===== src/rtl/trace_player.sv =====
// Run-time programmable LANES x DEPTH stimulus trace.
// Playback runs one step per clock, with start/stop/loop control and registered outputs.
module trace_player #(
  parameter  int DEPTH = 32,
  parameter  int LANES = 4,
  localparam int AW    = $clog2(DEPTH)
) (
  input  logic             clock,
  input  logic             resetn,
  input  logic             wr_en,
  input  logic [AW-1:0]    wr_addr,
  input  logic [LANES-1:0] wr_data,
  input  logic [AW-1:0]    cfg_last,
  input  logic             cfg_loop,
  input  logic             start,
  input  logic             stop,
  output logic [LANES-1:0] lanes,
  output logic [AW-1:0]    step,
  output logic             busy,
  output logic             done
);

  typedef enum logic [1:0] {IDLE, PLAY, HOLD} state_t;

  state_t           state_q, state_d;
  logic [LANES-1:0] mem_q [DEPTH];
  logic [LANES-1:0] lanes_q, lanes_d;
  logic [AW-1:0]    step_q, step_d;
  logic             done_q, done_d;
  logic [AW-1:0]    last_q, last_d;
  logic             loop_q, loop_d;
  logic [AW-1:0]    nextStep;

  assign nextStep = step_q + AW'(1);

  // The memory is cleared by reset, so a trace never survives a reset.
  always_ff @(posedge clock or negedge resetn) begin
    if (!resetn) begin
      for (int i = 0; i < DEPTH; i++) mem_q[i] <= '0;
    end else if (wr_en) begin
      mem_q[wr_addr] <= wr_data;
    end
  end

  always_ff @(posedge clock or negedge resetn) begin
    if (!resetn) begin
      state_q <= IDLE;
      lanes_q <= '0;
      step_q  <= '0;
      done_q  <= 1'b0;
      last_q  <= '0;
      loop_q  <= 1'b0;
    end else begin
      state_q <= state_d;
      lanes_q <= lanes_d;
      step_q  <= step_d;
      done_q  <= done_d;
      last_q  <= last_d;
      loop_q  <= loop_d;
    end
  end

  // Lanes are read from the memory's pre-edge contents, so a same-edge write shows up on the next pass.
  always_comb begin
    state_d = state_q;
    lanes_d = lanes_q;
    step_d  = step_q;
    done_d  = 1'b0;
    last_d  = last_q;
    loop_d  = loop_q;
    if (stop) begin
      state_d = IDLE;
      lanes_d = '0;
      step_d  = '0;
    end else if (start) begin
      state_d = PLAY;
      step_d  = '0;
      lanes_d = mem_q[0];
      last_d  = cfg_last;
      loop_d  = cfg_loop;
    end else begin
      case (state_q)
        PLAY: begin
          if (step_q != last_q) begin
            step_d  = nextStep;
            lanes_d = mem_q[nextStep];
          end else if (loop_q) begin
            step_d  = '0;
            lanes_d = mem_q[0];
          end else begin
            state_d = HOLD;
            done_d  = 1'b1;
          end
        end
        HOLD: begin
          state_d = HOLD;
        end
        default: begin
          state_d = IDLE;
          lanes_d = '0;
          step_d  = '0;
        end
      endcase
    end
  end

  assign lanes = lanes_q;
  assign step  = step_q;
  assign busy  = (state_q == PLAY);
  assign done  = done_q;

endmodule


===== config.mk =====
export PLATFORM = sky130hd
export DESIGN_NAME = trace_player
export DESIGN_NICKNAME = d
export VERILOG_FILES = /design/src/rtl/trace_player.sv
export SDC_FILE = /design/constraint.sdc
export NUM_CORES = 1
export LEC_CHECK = 0
export BUFFER_PORTS_ARGS = -buffer_cell sky130_fd_sc_hd__buf_4
export CAP_MARGIN = 5
export CORE_MARGIN = 5
export CORE_UTILIZATION = 55
export CTS_CLUSTER_DIAMETER = 80
export DETAILED_ROUTE_END_ITERATION = 7
export GPL_TIMING_DRIVEN = 0
export PLACE_DENSITY = 0.72
export SLEW_MARGIN = 20
export SYNTH_ARGS = -nofsm -noshare
export SYNTH_HDL_FRONTEND = slang
export SYNTH_SLANG_ARGS = --single-unit

===== constraint.sdc =====
create_clock -name clock -period 6.43 [get_ports clock]
set_clock_uncertainty 0.15 [all_clocks]
set_input_delay 0.9645 -clock clock [delete_from_list [all_inputs] [get_ports clock]]
set_output_delay 0.9645 -clock clock [all_outputs]
set_load 0.05 [all_outputs]

==> metrics.yaml, run 1 <==
route:
  drt-initial-drc-count: 365
  vias_per_cell: 6.115
  wirelength_um: 16830
  firstDrtPassIters: 4
  wl_per_cell_um: 22.68
  num_vias: 4537
  drc: 0
  drt.antenna.violating_nets: 0
floorplan:
  initial_core_util_pct: 56.54
  die_w_um: 124.1
  io_pins: 31
  core_um2: 12670
  die-area_um2: 15410
  chipHeight_um: 124.1
  num_rows: 41
timing:
  worst_slack_ps: 3256
  fmax_mhz: 315.1
  drv_slew: 0
  finalSetupViolCount: 0
  fin_setup_tns_ps: 0
  fin_crit_sh_pct: 49.36
  rsz0062_at_grt: "false"
  fin_crit_ps: 3174
  tightest_slew_ps: 676.8
  hold_viol_final: 0
  maxSlewHeadroom_pct: 54.88
synthesis:
  syn-num-nets: 530
  ys_seq_area_share_pct: 51.00
  avgSynthCellArea_um2: 14.13
  ys_async_sr_fraction_pct: 100.0
  ys.flop_type: "dfrtp_1"
  yosys_warnings: 0
  synth_edf_count: 0
  syn-instance-count: 507
  synth_area_um2: 7164
  yosysUniqueCellTypes: 53
  ys_seq_elements: 146
critical_path:
  cp_max_fo: 10
  worstSetupEndpointType: "register"
  crit_required_ps: 6590
  crit_path_start_kind: "register"
  crit_type: "reg -> reg"
  worst-endpoint-arrival_ps: 3330
global_route:
  grt_util_all_layers_pct: 24.11
  grt_overflow_total: 0
  grt_pass1_wl_um: 26920
  grt_max_degree: 105
  grt_pass1_vias: 4868
  antenna_found_initial: 0
layout:
  drive_above_1_share_pct: 42.81
  fin_util_pct: 65.68
  multi_input_area_um2: 3297
  seq_area_um2: 3654
  area_delta_synth_final_pct: 16.15
  nFillCells: 942
  nNetsFinal: 580
  n_antenna_cell: 0
clock_tree:
  root_buffer: "clkbuf_16"
  clk_pin_slew_ps: 60
  worstSkewPairLatency_ps: 420
  cts_resized: 0
  numCtsBuffers: 17
  clk_path_buf_depth: 2
  postCtsSetupBuffers: 0
  postCtsHoldBufs: 0
  clock_sinks: 146
  h-tree-depth: 4
  cts_tree: "yes"
power_and_ir_drop:
  p_int_mw: 2.052
  p_switching_mw: 0.6152
  powerDensity_nw_per_um2: 320.5
  vdd_drop_max_uv: 225.4
  seqPwrFrac_pct: 43.9
  combPwrFrac_pct: 14.0
  netSwitchingFraction_pct: 23.07
  p_clk_share_pct: 42.1
  total_leakage_power_nw: 3.700
placement:
  hpwl_um: 12000
  io_buffers: 30
  preCtsSetupSlack_ps: 3375
  gp_congestion: 0.9143
outcome:
  status: "completed"
flow_run:
  max-cap-violations: 0
hold_path:
  hold_class: "in -> async"
==> cell type report <==
| type | instances | share of cell area, % |
|---|---|---|
| repair buffers | 31 | 3.127 |
| clock inverters | 8 | 2.045 |
| multi-input cells | 327 | 39.62 |
| well taps | 172 | 2.586 |
| flip-flops and latches | 146 | 43.90 |
| clock buffers | 24 | 6.149 |
| plain buffers | 29 | 2.346 |
| inverters | 5 | 0.2255 |
==> layer usage <==
layer | global-route usage, % | wire length, um
met5 | 0 | 0
met4 | 9.993 | 506
met3 | 6.131 | 1005
met2 | 38.72 | 8293
met1 | 31.41 | 7024
==> per-stage QoR <==
step | total power [mW] | hold WS [ps] | instance area, um^2 | instances
3_3_place_gp | 1.527 | 329.9 | 7605 | 709
2_1_floorplan | 1.427 | 320.3 | 7164 | 507
6_report | 2.667 | 281.5 | 8322 | 742
4_1_cts | 2.683 | 281.0 | 8322 | 742
5_1_grt | 2.773 | 290.3 | 8322 | 742
3_5_place_dp | 1.560 | 337.3 | 7640 | 710
==> state kept, by name (all words and copies together) (netlist names) <==
register and flops:
state_q 2, last_q 5, loop_q 1, step 5, lanes 4, mem_q 128
done 1
==> final timing paths <==
kind | slack [ps] | start | cells after the start | end
setup / recovery | 3260 | step[1] | 9 | lanes[3]
hold / removal | 280 | resetn | 1 | mem_q[112]
setup reg to reg | 3260 | step[1] | 9 | lanes[3]
hold reg to reg | 350 | mem_q[32] | 1 | mem_q[32]
max in group asynchronous | 5040 | resetn | 2 | mem_q[83]
min in group clock | 350 | mem_q[32] | 1 | mem_q[32]
==> power by group through the flow <==
stage,Combinational (mW),Sequential [mW],Clock [mW]
2_1_floorplan,0.267,1.16,0
3_3_place_gp,0.356,1.17,0
3_5_place_dp,0.373,1.19,0
4_1_cts,0.377,1.17,1.13
5_1_grt,0.407,1.19,1.18
6_report,0.374,1.17,1.12
==> worst max-delay path: stages, from the launching register on <==
cell and delay [ps]:
dfrtp_1 530, ha_1 210, buf_2 230, xor2_4 290, buf_6 230, mux4_1 370
and2b_1 200, a211oi_1 450, nor4_1 120, a221o_1 270
==> logic make-up after synthesis <==
family                     after synthesis  synth area share [%]
and+or+nand+nor                         98                 7.021
AOI/OAI and AO/OA                       39                 4.139
DFF                                    146                 51.00
muxes                                  180                 33.22
xor gates and xnor gates                 7                 1.118
buffers and inverters                   34                 2.986
adders and majority gates                3                0.5240
==> synth_stat cells (all sizes together), types with 5 or more instances <==
cell,n,area [um^2]
mux4,28,679.4
mux2,143,1610
buf,14,137.6
o22ai,5,31.28
clkbuf,15,57.55
nand3,7,35.03
xor2,6,71.32
inv,5,18.77
nand2,30,120.1
nor2,26,97.59
and2b,6,45.04
o21ai,5,25.02
mux2i,9,90.09
a211oi,6,45.04
dfrtp,146,3654
==> cells in the final DEF (no fill, tap or decap), types with 6 or more instances in the layout <==
| cell | count |
|---|---|
| clkbuf_1 | 15 |
| mux4_2 | 15 |
| dfrtp_1 | 146 |
| buf_6 | 6 |
| a211oi_1 | 6 |
| buf_4 | 29 |
| nor2_1 | 26 |
| and2b_1 | 6 |
| buf_2 | 6 |
| clkbuf_16 | 17 |
| mux4_1 | 13 |
| nand2_1 | 29 |
| nand3_1 | 7 |
| mux2_2 | 142 |
| clkbuf_8 | 6 |
| mux2i_1 | 9 |
No activity file was read; power rests on OpenSTA's default activity.
==> run 2, diff against run 1 <==
clock period = 3.3 ns   (was 6.43 ns; I/O delays follow)
==> metrics.yaml, run 2 (synthesized netlist as in run 1, its figures left out) <==
timing:
  fin_worst_hold_slack_ps: 99.90  # -181.6 ps
  tightest_slew_ps: 683.8  # +7.059 ps
  maxSlewHeadroom_pct: 54.41  # -0.47 points
  drv_slew: 0  # unchanged
  hold_viol_final: 0  # unchanged
  fmax_mhz: 316.3  # +0.38%
  rsz0062_at_grt: "false"
  fin_crit_sh_pct: 95.81  # +46 points
  fin_crit_ps: 3162  # -11.99 ps
  finalSetupViolCount: 0  # unchanged
  worst_slack_ps: 138.2  # -3118 ps
  fin_setup_tns_ps: 0  # unchanged
floorplan:
  chipHeight_um: 124.1  # unchanged
  num_rows: 41  # unchanged
  die-area_um2: 15410  # unchanged
  die_w_um: 124.1  # unchanged
  io_pins: 31  # unchanged
  core_um2: 12670  # unchanged
  initial_core_util_pct: 56.54  # unchanged
placement:
  place_inst: 710  # unchanged
  gp_congestion: 0.9143  # unchanged
  placed_area_um2: 7640  # unchanged
  preCtsSetupSlack_ps: 244.5  # -3130 ps
  hpwl_um: 12000  # unchanged
  io_buffers: 30  # unchanged
layout:
  largest_register_ffs: 128  # unchanged
  area_delta_synth_final_pct: 16.29
  fin_cells: 743  # +0.13%
  nFillCells: 941  # -0.11%
  fin_util_pct: 65.75  # +0.079 points
  top_register: "mem_q"
  layout_commonest_cell: "dfrtp_1"
  seq_area_um2: 3654  # unchanged
  multi_input_area_um2: 3297  # unchanged
  stdcell_area_um2: 8332  # +0.12%
  final_cell_mix: "dfrtp_1 (146), mux2_2 (142), nand2_1 (29), buf_4 (29), nor2_1 (26)"
  drive_above_1_share_pct: 42.73  # -0.075 points
  nNetsFinal: 581  # +0.17%
  n_antenna_cell: 0  # unchanged
hold_path:
  min_path_cells: 2
  min_to: "state_q[0]"
  hold_class: "in -> reg"
  hold_path.startpoint: "stop"
flow_run:
  max-cap-violations: 0  # unchanged
critical_path:
  reg2reg_slack_ps: 140  # -3120 ps
  cp_max_fo: 10  # unchanged
  cp_top_family: "compound AO/OA/AOI/OAI gates"
  r2r-start: "step[1]"
  slowest_delay_ps: 540  # about the same
  cp_slowest_cell: "dfrtp_1"
  crit_required_ps: 3460  # -3130 ps
  rr_endpoint: "lanes[3]"
  cp_cell_sequence: "ha_1 > buf_2 > xor2_4 > buf_6 > mux4_1 > and2b_1 > a211oi_1 > nor4_1 > a221o_1"
  crit_buf_inv: 2  # unchanged
  crit_path_start_kind: "register"
  reg2reg_depth: 9  # unchanged
  worst-endpoint-arrival_ps: 3320  # about the same
  worstSetupEndpointType: "register"
  crit_type: "reg -> reg"
global_route:
  grt_max_degree: 105  # unchanged
  grt_overflow_total: 0  # unchanged
  antenna_found_initial: 0  # unchanged
  grt_util_all_layers_pct: 24.13  # about the same
  grt_pass1_wl_um: 26940  # +0.10%
  grt_pass1_vias: 4880  # +0.25%
route:
  wl_per_cell_um: 22.80  # +0.50%
  drt.antenna.violating_nets: 0  # unchanged
  firstDrtPassIters: 4  # unchanged
  wirelength_um: 16940  # +0.64%
  vias_per_cell: 6.110  # about the same
  num_vias: 4540  # +0.066%
  drt-initial-drc-count: 361  # -1.1%
  drc: 0  # unchanged
clock_tree:
  clk_path_buf_depth: 2  # unchanged
  h-tree-depth: 4  # unchanged
  postCtsSetupBuffers: 0  # unchanged
  cts_resized: 0  # unchanged
  numCtsBuffers: 17  # unchanged
  clock_sinks: 146  # unchanged
  cts_tree: "yes"
  postCtsHoldBufs: 1  # +1
  clk_pin_slew_ps: 60  # about the same
  root_buffer: "clkbuf_16"
  worstSkewPairLatency_ps: 420  # about the same
power_and_ir_drop:
  total_leakage_power_nw: 3.705  # +0.11%
  finalPower_mw: 5.204  # +95%
  powerDensity_nw_per_um2: 624.6  # +95%
  vdd_drop_max_uv: 439.4  # +95%
outcome:
  status: "completed"
run 2: how the worst max path moves through the flow:
stage / startpoint / to / slack (ps) / depth (start not counted)
finish: step[1] / lanes[3] / 140 / 9
global route: step[1] / lanes[0] / 110 / 9
CTS: step[1] / lanes[3] / 230 / 9
detailed placement: step[1] / lanes[1] / 240 / 9
global placement: step[1] / lanes[3] / 270 / 9
floorplan: step[1] / lanes[0] / 530 / 9
run 2: cell type report:
| cell class | count | share of cell area [%] |
|---|---|---|
| Sequential cell | 146 | 43.85 |
| Tap cell | 172 | 2.583 |
| Clock inverter | 8 | 2.042 |
| Buffer | 29 | 2.343 |
| Inverter | 5 | 0.2253 |
| Multi-Input combinational cell | 327 | 39.57 |
| Clock buffer | 24 | 6.142 |
| Timing Repair Buffer | 32 | 3.244 |
run 2: power by group:
group	leakage, nW	internal, mW	switching, mW
clock	0.329	1.46	0.729
combinational	1.50	0.423	0.307
sequential	1.87	2.11	0.170
total	3.70	4.00	1.21
run 2: worst reg2reg max path, cell delays in order, from the launching register on:
cell      delay (ps)
dfrtp_1          540
ha_1             220
buf_2            230
xor2_4           290
buf_6            230
mux4_1           370
and2b_1          200
a211oi_1         430
nor4_1           120
a221o_1          270
run 2: metal layers:
metal / vias up / GRT usage, % / routed length (um)
li1: 1996 / - / -
met5: - / 0 / 0
met4: 0 / 9.993 / 467
met3: 32 / 6.131 / 902
met1: 2387 / 31.41 / 7234
met2: 125 / 38.78 / 8333
==> run 3, diff against run 2 <==
GPL_TIMING_DRIVEN = 1   (was 0)
==> metrics.yaml, run 3 (synthesized netlist as in run 1, its figures left out) <==
route:
  drt.antenna.violating_nets: 0  # unchanged
  dr_wl_met2_um: 7843  # -5.9%
  num_vias: 4377  # -3.6%
  top_layer_used: "met4"
  vias_per_cell: 6.062  # -0.79%
  wirelength_um: 15600  # -7.9%
  wl_per_cell_um: 21.60  # -5.2%
  drt-initial-drc-count: 335  # -7.2%
  drt-met1-wl_um: 6765  # -6.5%
  firstDrtPassIters: 5  # +1
  wl_met3_um: 649  # -28%
  drc: 0  # unchanged
clock_tree:
  cts_resized: 0  # unchanged
  clk_pin_slew_ps: 60  # about the same
  root_buffer: "clkbuf_16"
  h-tree-depth: 4  # unchanged
  worstSkewPairLatency_ps: 430  # about the same
  numCtsBuffers: 17  # unchanged
  postCtsSetupBuffers: 0  # unchanged
  cts_tree: "yes"
  postCtsHoldBufs: 1  # unchanged
  clock_sinks: 146  # unchanged
  clk_path_buf_depth: 2  # unchanged
timing:
  tightest_slew_ps: 722.8  # +38.96 ps
  finalSetupViolCount: 0  # unchanged
  maxSlewHeadroom_pct: 51.81  # -2.6 points
  fin_worst_hold_slack_ps: 92.46  # -7.439 ps
  drv_slew: 0  # unchanged
  rsz0062_at_grt: "false"
  fin_crit_sh_pct: 88.76  # -7.1 points
  fmax_mhz: 341.4  # +7.9%
  hold_viol_final: 0  # unchanged
  fin_crit_ps: 2929  # -232.7 ps
  fin_setup_tns_ps: 0  # unchanged
power_and_ir_drop:
  p_int_mw: 3.537  # -12%
  seqPwrFrac_pct: 48.6  # +4.7 points
  vdd_drop_max_uv: 327.5  # -25%
  p_clk_share_pct: 36.7  # -5.4 points
  total_leakage_power_nw: 3.559  # -3.9%
  finalPower_mw: 4.711  # -9.5%
  powerDensity_nw_per_um2: 587.0  # -6.0%
  netSwitchingFraction_pct: 24.91  # +1.8 points
  combPwrFrac_pct: 14.7  # +0.7 points
  p_switching_mw: 1.174  # -2.6%
layout:
  nNetsFinal: 560  # -3.6%
  nFillCells: 990  # +5.2%
  stdcell_area_um2: 8025  # -3.7%
  largest_register_ffs: 128  # unchanged
  layout_commonest_cell: "dfrtp_1"
  final_cell_mix: "dfrtp_1 (146), mux2_2 (142), buf_4 (38)"
  top_register: "mem_q"
  seq_area_um2: 3654  # unchanged
  area_delta_synth_final_pct: 12.02
  multi_input_area_um2: 3297  # unchanged
  n_antenna_cell: 0  # unchanged
  drive_above_1_share_pct: 42.91  # +0.18 points
critical_path:
  rr_endpoint: "lanes[0]"
  crit_type: "reg -> reg"
  crit_required_ps: 3460  # about the same
  cp_max_fo: 20  # +10
  worst-endpoint-arrival_ps: 3090  # -230 ps
  reg2reg_depth: 8  # -1
  r2r-start: "step[1]"
  worstSetupEndpointType: "register"
  reg2reg_slack_ps: 370  # +230 ps
  crit_path_start_kind: "register"
floorplan:
  initial_core_util_pct: 56.54  # unchanged
  num_rows: 41  # unchanged
  io_pins: 31  # unchanged
  die-area_um2: 15410  # unchanged
  chipHeight_um: 124.1  # unchanged
  die_w_um: 124.1  # unchanged
  core_um2: 12670  # unchanged
hold_path:
  min_to: "state_q[0]"
  hold_path.startpoint: "stop"
  hold_class: "in -> reg"
  min_path_cells: 2  # unchanged
placement:
  io_buffers: 30  # unchanged
  hpwl_um: 10670  # -11%
  gp_congestion: 0.8386  # -8.3%
  placed_area_um2: 7481  # -2.1%
global_route:
  grt_pass1_vias: 4674  # -4.2%
  grt_max_degree: 81  # -23%
  grt_overflow_total: 0  # unchanged
  grt_pass1_wl_um: 25640  # -4.8%
  grt_util_all_layers_pct: 22.49  # -1.6 points
  antenna_found_initial: 0  # unchanged
outcome:
  status: "completed"
flow_run:
  max-cap-violations: 0  # unchanged
==> run 3: layout make-up <==
class,count,share of cell area [%]
multi-input combinational,327,41.08
inverter,5,0.2339
clock inverter,10,0.7484
clock buffer,22,5.909
tap,172,2.682
timing repair buffer,40,3.820
sequential,146,45.53
==> run 3: routing by layer <==
layer | GRT usage (%) | vias to the layer above
li1 | - | 1963
met1 | 29.69 | 2305
met2 | 36.55 | 83
met3 | 4.678 | 26
met4 | 9.172 | 0
met5 | 0 | -
==> run 3: worst max-delay path: stages, from the launching register on <==
cell and delay, ps:
dfrtp_1 500, ha_1 440, xor2_4 180, buf_4 310, mux4_1 330, and2b_1 170
a211oi_1 340, nor4_1 100, a221o_1 270
==> run 3: worst max path at each step <==
stage / slack (ps) / to / from
finish: 370 / lanes[0] / step[1]
global route: 230 / lanes[0] / step[1]
CTS: 390 / lanes[0] / step[1]
detailed placement: 410 / lanes[3] / step[1]
global placement: 520 / lanes[0] / step[1]
floorplan: 530 / lanes[0] / step[1]
==> run 3: stage by stage <==
stage | std cells | setup slack (ps) | util (%)
floorplan | 507 | 530.0 | -
global placement | 689 | 521.1 | 59.04
detailed placement | 689 | 410.2 | 59.04
CTS | 722 | 386.4 | 63.34
global route | 722 | 225.7 | 63.34
finish | 722 | 370.9 | 63.34
==> run 3: power by group through the flow <==
stage	sequential, mW	clock [mW]	combinational (mW)
CTS	2.29	1.76	0.704
detailed placement	2.32	0	0.697
global placement	2.30	0	0.673
global route	2.32	1.84	0.761
floorplan	2.26	0	0.520
finish	2.29	1.73	0.694
